==> config.mk <==
export PLATFORM = sky130hd
export DESIGN_NAME = seg_scan_scheduler
export DESIGN_NICKNAME = d
export VERILOG_FILES = /design/src/rtl/seg_pkg.sv /design/src/rtl/seg_scan_scheduler_tick_gen.sv /design/src/rtl/seg_scan_scheduler.sv
export SDC_FILE = /design/constraint.sdc
export NUM_CORES = 1
export LEC_CHECK = 0
export CAP_MARGIN = 20
export CORE_ASPECT_RATIO = 0.6
export CORE_UTILIZATION = 56
export CTS_BUF_LIST = sky130_fd_sc_hd__clkbuf_4
export CTS_CLUSTER_SIZE = 24
export DETAILED_ROUTE_END_ITERATION = 7
export PLACE_DENSITY = 0.78
export SYNTH_ARGS = -nofsm -noshare
export SYNTH_HDL_FRONTEND = slang
export SYNTH_SLANG_ARGS = --single-unit
==> constraint.sdc <==
create_clock -name clk -period 2.7 [get_ports clk]
set_input_delay 0.27 -clock clk [delete_from_list [all_inputs] [get_ports clk]]
set_output_delay 0.27 -clock clk [all_outputs]
set_load 0.02 [all_outputs]
==> src/rtl/seg_pkg.sv <==
// seg_pkg: shared constants, digit config record and anode helper
// for the 4-digit 7-segment scan logic.
package seg_pkg;

    localparam logic [7:0] SEG_BLANK = 8'hFF;
    localparam logic [3:0] AN_OFF    = 4'b1111;

    // Active-low cathode patterns, bit 7 = dp (kept off).
    localparam logic [7:0] SEG_0 = 8'hC0;
    localparam logic [7:0] SEG_1 = 8'hF9;
    localparam logic [7:0] SEG_2 = 8'hA4;
    localparam logic [7:0] SEG_3 = 8'hB0;
    localparam logic [7:0] SEG_4 = 8'h99;
    localparam logic [7:0] SEG_5 = 8'h92;
    localparam logic [7:0] SEG_6 = 8'h82;
    localparam logic [7:0] SEG_7 = 8'hF8;
    localparam logic [7:0] SEG_8 = 8'h80;
    localparam logic [7:0] SEG_9 = 8'h90;
    localparam logic [7:0] SEG_A = 8'h88;
    localparam logic [7:0] SEG_B = 8'h83;
    localparam logic [7:0] SEG_C = 8'hC6;
    localparam logic [7:0] SEG_D = 8'hA1;
    localparam logic [7:0] SEG_E = 8'h86;
    localparam logic [7:0] SEG_F = 8'h8E;
    localparam logic [7:0] SEG_L = 8'hC7;
    localparam logic [7:0] SEG_R = 8'hAF;
    localparam logic [7:0] SEG_U = 8'hC1;

    typedef struct packed {
        logic [7:0] seg;
        logic       en;
        logic       blink;
    } digit_cfg_t;

    localparam digit_cfg_t CFG_RESET = '{
        seg:   SEG_BLANK,
        en:    1'b0,
        blink: 1'b0
    };

    // One-hot-low anode select; digit 0 is the rightmost anode.
    function automatic logic [3:0] digit_to_an(input logic [1:0] d);
        logic [3:0] an;
        unique case (d)
            2'd0:    an = 4'b1110;
            2'd1:    an = 4'b1101;
            2'd2:    an = 4'b1011;
            default: an = 4'b0111;
        endcase
        return an;
    endfunction

endpackage

==> src/rtl/seg_scan_scheduler_tick_gen.sv <==
// tick_gen: free-running divider, one-cycle tick every DIV clocks.
// The tick is high on the last count, as the counter wraps to zero.
module tick_gen #(
    parameter int unsigned DIV = 10
) (
    input  logic clk,
    input  logic rst_n,
    output logic tick
);

    localparam int unsigned CW = (DIV > 1) ? $clog2(DIV) : 1;
    localparam logic [CW-1:0] LAST = CW'(DIV - 1);

    logic [CW-1:0] cnt;

    assign tick = (cnt == LAST);

    // Count 0..DIV-1 and wrap.
    always_ff @(posedge clk or negedge rst_n) begin
        if (!rst_n) begin
            cnt <= '0;
        end else if (tick) begin
            cnt <= '0;
        end else begin
            cnt <= cnt + CW'(1);
        end
    end

endmodule

==> src/rtl/seg_scan_scheduler.sv <==
// seg_scan_scheduler: blanked 4-digit 7-segment scan with shadow
// digit configs committed atomically at the frame boundary.
import seg_pkg::*;

module seg_scan_scheduler #(
    parameter int unsigned SCAN_DIV     = 100000,
    parameter int unsigned BLANK_CYCLES = 1000,
    parameter int unsigned BLINK_DIV    = 10000000
) (
    input  logic       clk,
    input  logic       rst_n,
    input  logic       wr_valid,
    output logic       wr_ready,
    input  logic [1:0] wr_digit,
    input  logic [7:0] wr_seg,
    input  logic       wr_en,
    input  logic       wr_blink,
    input  logic       commit,
    output logic       commit_pending,
    output logic       frame_start,
    output logic [3:0] an,
    output logic [7:0] seg
);

    localparam int unsigned SW = $clog2(SCAN_DIV);
    localparam logic [SW-1:0] SLOT_LAST  = SW'(SCAN_DIV - 1);
    localparam logic [SW-1:0] BLANK_LAST = SW'(BLANK_CYCLES - 1);

    localparam logic [0:0] ST_BLANK = 1'b0;
    localparam logic [0:0] ST_DRIVE = 1'b1;

    logic [0:0]    state;
    logic [SW-1:0] slot_cnt;
    logic [1:0]    digit;

    logic blink_tick;
    logic blink_phase;

    digit_cfg_t shadow [4];
    digit_cfg_t active [4];
    digit_cfg_t cur;

    logic boundary;
    logic wr_fire;
    logic show;

    tick_gen #(
        .DIV(BLINK_DIV)
    ) u_blink_tick (
        .clk  (clk),
        .rst_n(rst_n),
        .tick (blink_tick)
    );

    // First cycle of the digit-0 blank: where commits are applied.
    assign boundary = (state == ST_BLANK) && (digit == 2'd0)
                   && (slot_cnt == '0);

    // Stall writes on the copy cycle so the copy sees a stable shadow.
    assign wr_ready = !(boundary && commit_pending);
    assign wr_fire  = wr_valid && wr_ready;

    assign cur  = active[digit];
    assign show = (state == ST_DRIVE) && cur.en
               && !(cur.blink && blink_phase);

    // Slot sequencer: blank lead-in, then drive, then next digit.
    always_ff @(posedge clk or negedge rst_n) begin
        if (!rst_n) begin
            state    <= ST_BLANK;
            slot_cnt <= '0;
            digit    <= 2'd0;
        end else if (slot_cnt == SLOT_LAST) begin
            state    <= ST_BLANK;
            slot_cnt <= '0;
            digit    <= digit + 2'd1;
        end else begin
            slot_cnt <= slot_cnt + SW'(1);
            if (slot_cnt == BLANK_LAST) begin
                state <= ST_DRIVE;
            end
        end
    end

    // Blink phase flips on each divider tick, unrelated to scanning.
    always_ff @(posedge clk or negedge rst_n) begin
        if (!rst_n) begin
            blink_phase <= 1'b0;
        end else if (blink_tick) begin
            blink_phase <= ~blink_phase;
        end
    end

    // Shadow registers, written only through the handshake port.
    always_ff @(posedge clk or negedge rst_n) begin
        if (!rst_n) begin
            for (int i = 0; i < 4; i++) begin
                shadow[i] <= CFG_RESET;
            end
        end else if (wr_fire) begin
            shadow[wr_digit] <= '{
                seg:   wr_seg,
                en:    wr_en,
                blink: wr_blink
            };
        end
    end

    // Commit arming and frame-aligned copy of all four digits.
    // A commit seen on the boundary cycle arms the next frame.
    always_ff @(posedge clk or negedge rst_n) begin
        if (!rst_n) begin
            commit_pending <= 1'b0;
            for (int i = 0; i < 4; i++) begin
                active[i] <= CFG_RESET;
            end
        end else if (boundary) begin
            if (commit_pending) begin
                active <= shadow;
            end
            commit_pending <= commit;
        end else if (commit) begin
            commit_pending <= 1'b1;
        end
    end

    // Registered pins: an and seg always change together.
    always_ff @(posedge clk or negedge rst_n) begin
        if (!rst_n) begin
            an          <= AN_OFF;
            seg         <= SEG_BLANK;
            frame_start <= 1'b0;
        end else begin
            an          <= show ? digit_to_an(digit) : AN_OFF;
            seg         <= show ? cur.seg : SEG_BLANK;
            frame_start <= boundary;
        end
    end

endmodule

* After elaboration in Yosys (flattened, before gate mapping)
Cells that the tools add are included.
Widths: inputs -> output; s select.
** Cells by class
- $add $sub $neg :: 3
- Order comparisons :: 3
- Eq/ne operators :: 5
- Mux-type cells :: 15
- Bitwise logic cells :: 4
- Reduce and logical (&&, ||, !) cells :: 15
** Operator list (count)
- $bwmux 40 :: 1
- $mux 10 :: 3
- $add 24x1->24 const B :: 1
- $eq 24x24->1 const B :: 1
- $mux 24 :: 1
- $bmux 10 s2 :: 1
- $demux 10 s2 :: 1
- $add 17x1->17 const B :: 1
- $eq 17x10->1 const B :: 1
- $eq 17x17->1 const B :: 1
- $logic_not 17->1 :: 1
- $mux 17 :: 1
- $pmux 4 s3 :: 1
- $logic_and 1x1->1 :: 8
- $mux 8 :: 1
- $ge 3x3->1 const B :: 2
- $not 2->3 :: 2
- $mux 1 :: 4
- $mux 4 :: 1
- $reduce_bool 2->1 :: 2
- $lt 3x1->1 const B :: 1
- $add 2x1->2 const B :: 1
- $eq 2x1->1 const B :: 1
- $eq 2x2->1 const B :: 1
- 4 further kinds :: 6
** Storage, ports and cells
- Word-level logic and storage cells :: 78
- Register bits :: 139

* Longest topological paths before layout
- Depth in word-level cells :: 8
- Depth in mapped cells :: 9
- Mapped depth without buffers :: 7

* Hierarchy
A second synthesis with hierarchy kept.
** Unflattened totals
- Cell total of the unflattened synthesis :: 430
- Area total of the unflattened synthesis :: 6059.6 um^2
** Modules (own cells, without submodules)
- seg_scan_scheduler :: instances 1, seq. area each 2972.9 um^2, area each 4912.2 um^2, cells each 326
- tick_gen :: instances 1, seq. area each 600.6 um^2, area each 1147.4 um^2, cells each 104

* Least setup slack after synthesis
Ideal clock, no wire load.
- Kind :: reg2reg
- Start point :: register digit[0]
- End point :: register shadow[10] (netlist bit)
- Data required time :: 2.572 ns
- Arrival time :: 2.510 ns
- Path slack :: 0.063 ns
- Path buffers :: 2
- Stages on the path, launching flop included :: 10
- Clock period less this slack :: 2.637 ns
- Path through :: dfrtp_1 -> clkbuf_1 -> inv_1 -> ha_1 -> or4bb_1 -> nor3_1 -> nand4_2 -> nand4b_1 -> buf_4 -> mux2_1
** Between the ends
- Cells in the longest elaborated chain, start to end :: 6
** Ends and longest elaborated chain
- start: declaration :: RTL line seg_scan_scheduler.sv:34 : logic [1:0] digit;
- start signal: assignment :: RTL line seg_scan_scheduler.sv:76 : digit <= digit + 2'd1;
- $logic_not 2->1 :: RTL line seg_scan_scheduler.sv:56 : assign boundary = (state == ST_BLANK) && (digit == 2'd0)
- $logic_and 1x1->1 :: RTL line seg_scan_scheduler.sv:56
- $logic_and 1x1->1 :: RTL line seg_scan_scheduler.sv:57 : && (slot_cnt == '0);
- $logic_and 1x1->1 :: RTL line seg_scan_scheduler.sv:60 : assign wr_ready = !(boundary && commit_pending);
- $logic_not 1->1 :: RTL line seg_scan_scheduler.sv:60
- $logic_and 1x1->1 :: RTL line seg_scan_scheduler.sv:61 : assign wr_fire = wr_valid && wr_ready;
- end signal: indexed assignment :: RTL line seg_scan_scheduler.sv:101 : shadow[wr_digit] <= '{
- end: declaration :: RTL line seg_scan_scheduler.sv:39 : digit_cfg_t shadow [4];
No other way between the ends.
A chain may end at the register's enable or synchronous reset.

* Worst setup path after layout
- Start point :: register slot_cnt[1]
- End point :: register shadow[30] (netlist bit)
** Between the ends
- Cells in the longest elaborated chain, start to end :: 5
** Ends and longest elaborated chain
- start: declaration :: RTL line seg_scan_scheduler.sv:33 : logic [SW-1:0] slot_cnt;
- start signal: assignment :: RTL line seg_scan_scheduler.sv:78 : slot_cnt <= slot_cnt + SW'(1);
- $logic_not 17->1 :: RTL line seg_scan_scheduler.sv:57
- $logic_and 1x1->1 :: RTL line seg_scan_scheduler.sv:57
- $logic_and 1x1->1 :: RTL line seg_scan_scheduler.sv:60
- $logic_not 1->1 :: RTL line seg_scan_scheduler.sv:60
- $logic_and 1x1->1 :: RTL line seg_scan_scheduler.sv:61
No other way between the ends.

==> reports/results.env <==
RUN_STATUS='completed'
SYN-MEAN-INSTANCE-AREA_SQ_UM=14.0
PLACE_WORST_SETUP_SLACK_NS=0.0902
SWITCHING_SHARE_PCT=22.1
POST_DRT_WL_PER_CELL_MICRONS=17.4
SEQ_AREA_FRAC_SYNTH_PCT=60.5
ROWS=28
WORST_SLACK_NS=0.130
TIMING.FINAL.HOLD_VIOLATIONS=0
CLOCKBUFFERDEPTH=2
VIAS_IN_THE_FIRST_GLOBAL_ROUTE=3628
GRT_SETUP_UNREPAIRED='false'
ROUTED_WIRELENGTH_MM=11.0
FLOORPLAN.DIE_AREA_SQ_UM=11000
GRT_PASS1_WL_MM=18.4
P_SWITCHING_uW=883
CLK-INSERTION-DELAY-LATE_NS=0.54
INTERNAL-POWER_uW=3120
DIE_WIDTH_MICRONS=135
DETAIL_ROUTE.VIAS_PER_CELL=5.57
FINAL-SEQ-AREA_SQ_UM=3570
CRITPATHREQUIREDTIME_NS=3.12
MOSTFREQUENTLAYOUTCELLS='dfstp_2, dfrtp_1, mux2_1, clkdlybuf4s50_1, nor2_1'
CRIT_TYPE='register to register'
MIN_PERIOD_NS=2.57
DRIVE_ABOVE_1_SHARE_PCT=32.8
HP-CLASS='input port to register'
LAYOUT.CELLS.MOST_COMMON='dfstp_2'
AREA.GROWTH.SYNTH_TO_FINAL_PCT=15.1
CLOCK_SINKS=139
PEAKVDDDROP_mV=0.320
YS_TYPES=40
HOLD_WS_NS=0.320
SLEW_HEADROOM_PCT=46.9
POWER_LEAKAGE_uW=0.00296
DRC=0
POWER_FRAC_SEQ_PCT=57.9
CTS.CLK_SLEW.WORST_PATHS_NS=0.11
SETUP_TNS_NS=0
TIMING.CRITICAL_PATH.TO_TYPE='register'
YOSYS_WARNINGS=0
FINAL_NET_COUNT=501
SYN-NUM-NETS=446
FILL_CELLS=725
CRITPATHTOPFAMILY='simple AND/OR/NAND/NOR gates'
SYN-CELL-AREA_SQ_UM=5900
PLACED_CELLS_INCL_TAPS=593
TIMING.FMAX_GHz=0.389
FIN_SKEW_NS=0.0237
CTSROOTBUFFERMASTER='clkbuf_4'
GRT_START_MAX_NET_PINS=65
PIN_COUNT=31
DRT_PASS1_ITERATIONS=5
CORE_REGION_AREA_SQ_UM=10100
SYNTH-SEQ-CELLS=139
DETAILROUTE.VIA_COUNT=3512
DETAILED_PLACEMENT_HPWL_MM=7.32
POST-CTS-SETUP-BUFFERS=0
CLOCK_POWER_SHARE_PCT=37.1
CRITPATHLAUNCHTYPE='register'
CRITICAL_PATH_PEAK_FANOUT=17
GRT_OVERFLOW_TOTAL=0
DETAIL-ROUTE-ANTENNA-NETS=0
CP_SLOWEST_STAGE_DELAY_NS=0.50
DRTITER0DRC=210
CTS_TREE='done'
TIMING.FINAL.SETUP_VIOLATIONS=0
CPMAXSTAGEDELAYCELL='or4bb_1'
PORT-BUFFER-COUNT=30
FINAL_MAX_SLEW_VIOL_COUNT=0
GP_CONGESTION=0.816
POST_LAYOUT_NONFILLER_INSTANCES=631
WORST_PATH_ARRIVAL_NS=2.99
FINAL_MIN_PERIOD_OVER_CLOCK_PERIOD_PCT=95.2
CTS.HTREE.LEVELS=4
CELLPOWERDENSITY_nW_PER_UM2=588
STARTING_DENSITY_OF_THE_CORE_PCT=58.7
MAX_CAP_VIOL_COUNT=0
ANTENNA_VIOLATIONS_BEFORE_REPAIR=1
MAX_SLEW.WORST_PIN.SLEW_NS=0.796
P_TOTAL_uW=4000
PATH_BUF_INV=2
TRITONCTS.NUM_BUFFERS=17
NETLIST_INSTANCES=423
GRTUSAGETOTAL_PCT=22.6
P_COMB_SHARE_PCT=5.0
CP_CELL_SEQUENCE='inv_1 -> ha_1 -> or4bb_1 -> nor3_2 -> nand4_2 -> buf_4 -> nand3_2 -> mux2_2'
MULTIINPUTGATEAREA_SQ_UM=2250
DIE_HEIGHT_MICRONS=81.5
-- sequential cells by signal, summed over array words and instances (netlist names) --
register and cells:
active 40, an 4, blink_phase 1, commit_pending 1, digit 2, frame_start 1
seg 8, shadow 40, slot_cnt 17, state 1, u_blink_tick.cnt 24
-- worst reg2reg max path, cell delays in order, from the launching register on --
cell     delay, ns
dfrtp_1       0.45
inv_1         0.08
ha_1          0.13
or4bb_1       0.50
nor3_2        0.20
nand4_2       0.21
buf_4         0.27
nand3_2       0.26
mux2_2        0.38
-- final timing paths --
path,slack [ns],startpoint,to,cells past startpoint
min,0.32,commit,commit_pending,2
max reg2reg,0.13,slot_cnt[1],shadow[30],8
min reg2reg,0.48,u_blink_tick.cnt[0],u_blink_tick.cnt[0],1
max,0.13,slot_cnt[1],shadow[30],8
max in group asynchronous,1.55,rst_n,active[32],3
min in group asynchronous,0.36,rst_n,shadow[20],2
-- per-stage QoR --
step	util (%)	cell area, sq um
global placement	64.2	6450
global route	67.6	6800
CTS	67.5	6790
floorplan	-	5900
finish	67.6	6800
detailed placement	64.2	6450
-- Yosys cell counts --
master,count,area (sq um)
dfstp_2,76,2000
dfrtp_1,63,1580
mux2_1,60,676
nor2_1,24,90.1
nand2_1,21,78.8
nand3_1,21,105
mux2_2,20,225
xnor2_1,19,166
xor2_1,16,140
nand4_1,14,87.6
mux4_2,8,180
nand2b_1,8,50.1
ha_1,7,87.6
inv_1,7,26.3
and3_1,6,37.5
o21ai_0,6,30.0
buf_2,5,25.0
clkbuf_1,5,18.8
nor3_1,5,25.0
and4_1,4,35.0
nand3b_1,4,30.0
buf_4,2,15.0
nand4_2,2,25.0
nand4b_1,2,17.5
nor2b_1,2,12.5
nor4b_1,2,17.5
a41oi_1,1,8.76
and2_1,1,6.26
and4b_1,1,10.0
buf_1,1,3.75
nand3_2,1,10.0
nor4_1,1,6.26
nor4_4,1,21.3
o211a_1,1,10.0
o211ai_1,1,7.51
o21bai_1,1,7.51
or3_1,1,6.26
or4_1,1,7.51
or4_4,1,11.3
or4bb_1,1,11.3
-- power groups by stage --
stage / Clock [uW] / Sequential [uW] / Combinational, uW
finish: 1480 / 2320 / 201
global route: 1610 / 2330 / 226
CTS: 1520 / 2320 / 206
detailed placement: 0 / 2350 / 204
global placement: 0 / 2340 / 195
floorplan: 0 / 2330 / 108
-- cells by family after synthesis --
family / synth area share, %
adder cells (fa/ha/maj): 1.48
AO/OA/AOI/OAI: 1.08
multiplexers: 18.3
XOR/XNOR: 5.19
flip-flops: 60.5
buffers and inverters: 1.50
AND/OR/NAND/NOR: 11.9
-- area by class of cell --
cell class / instances / share of cell area [%]
diodes: 5 / 0.184
flip-flops and latches: 139 / 52.6
inverters: 7 / 0.387
multi-input cells: 264 / 33.0
clock inverters: 13 / 2.58
repair buffers: 49 / 6.63
well taps: 135 / 2.49
clock buffers: 19 / 2.10
-- what timing repair did --
item	4_1_cts	5_1_grt
hold buffers	1	0
setup endpoints to repair	1	1
hold endpoints to repair	19	0
resized for setup	2	3
-- layer usage --
layer	GRT usage [%]	routed length (microns)
met1	31.3	5370
met4	8.31	125
met3	5.74	484
met2	35.1	4980
met5	0	0
Power figures use the tool's default switching activity.
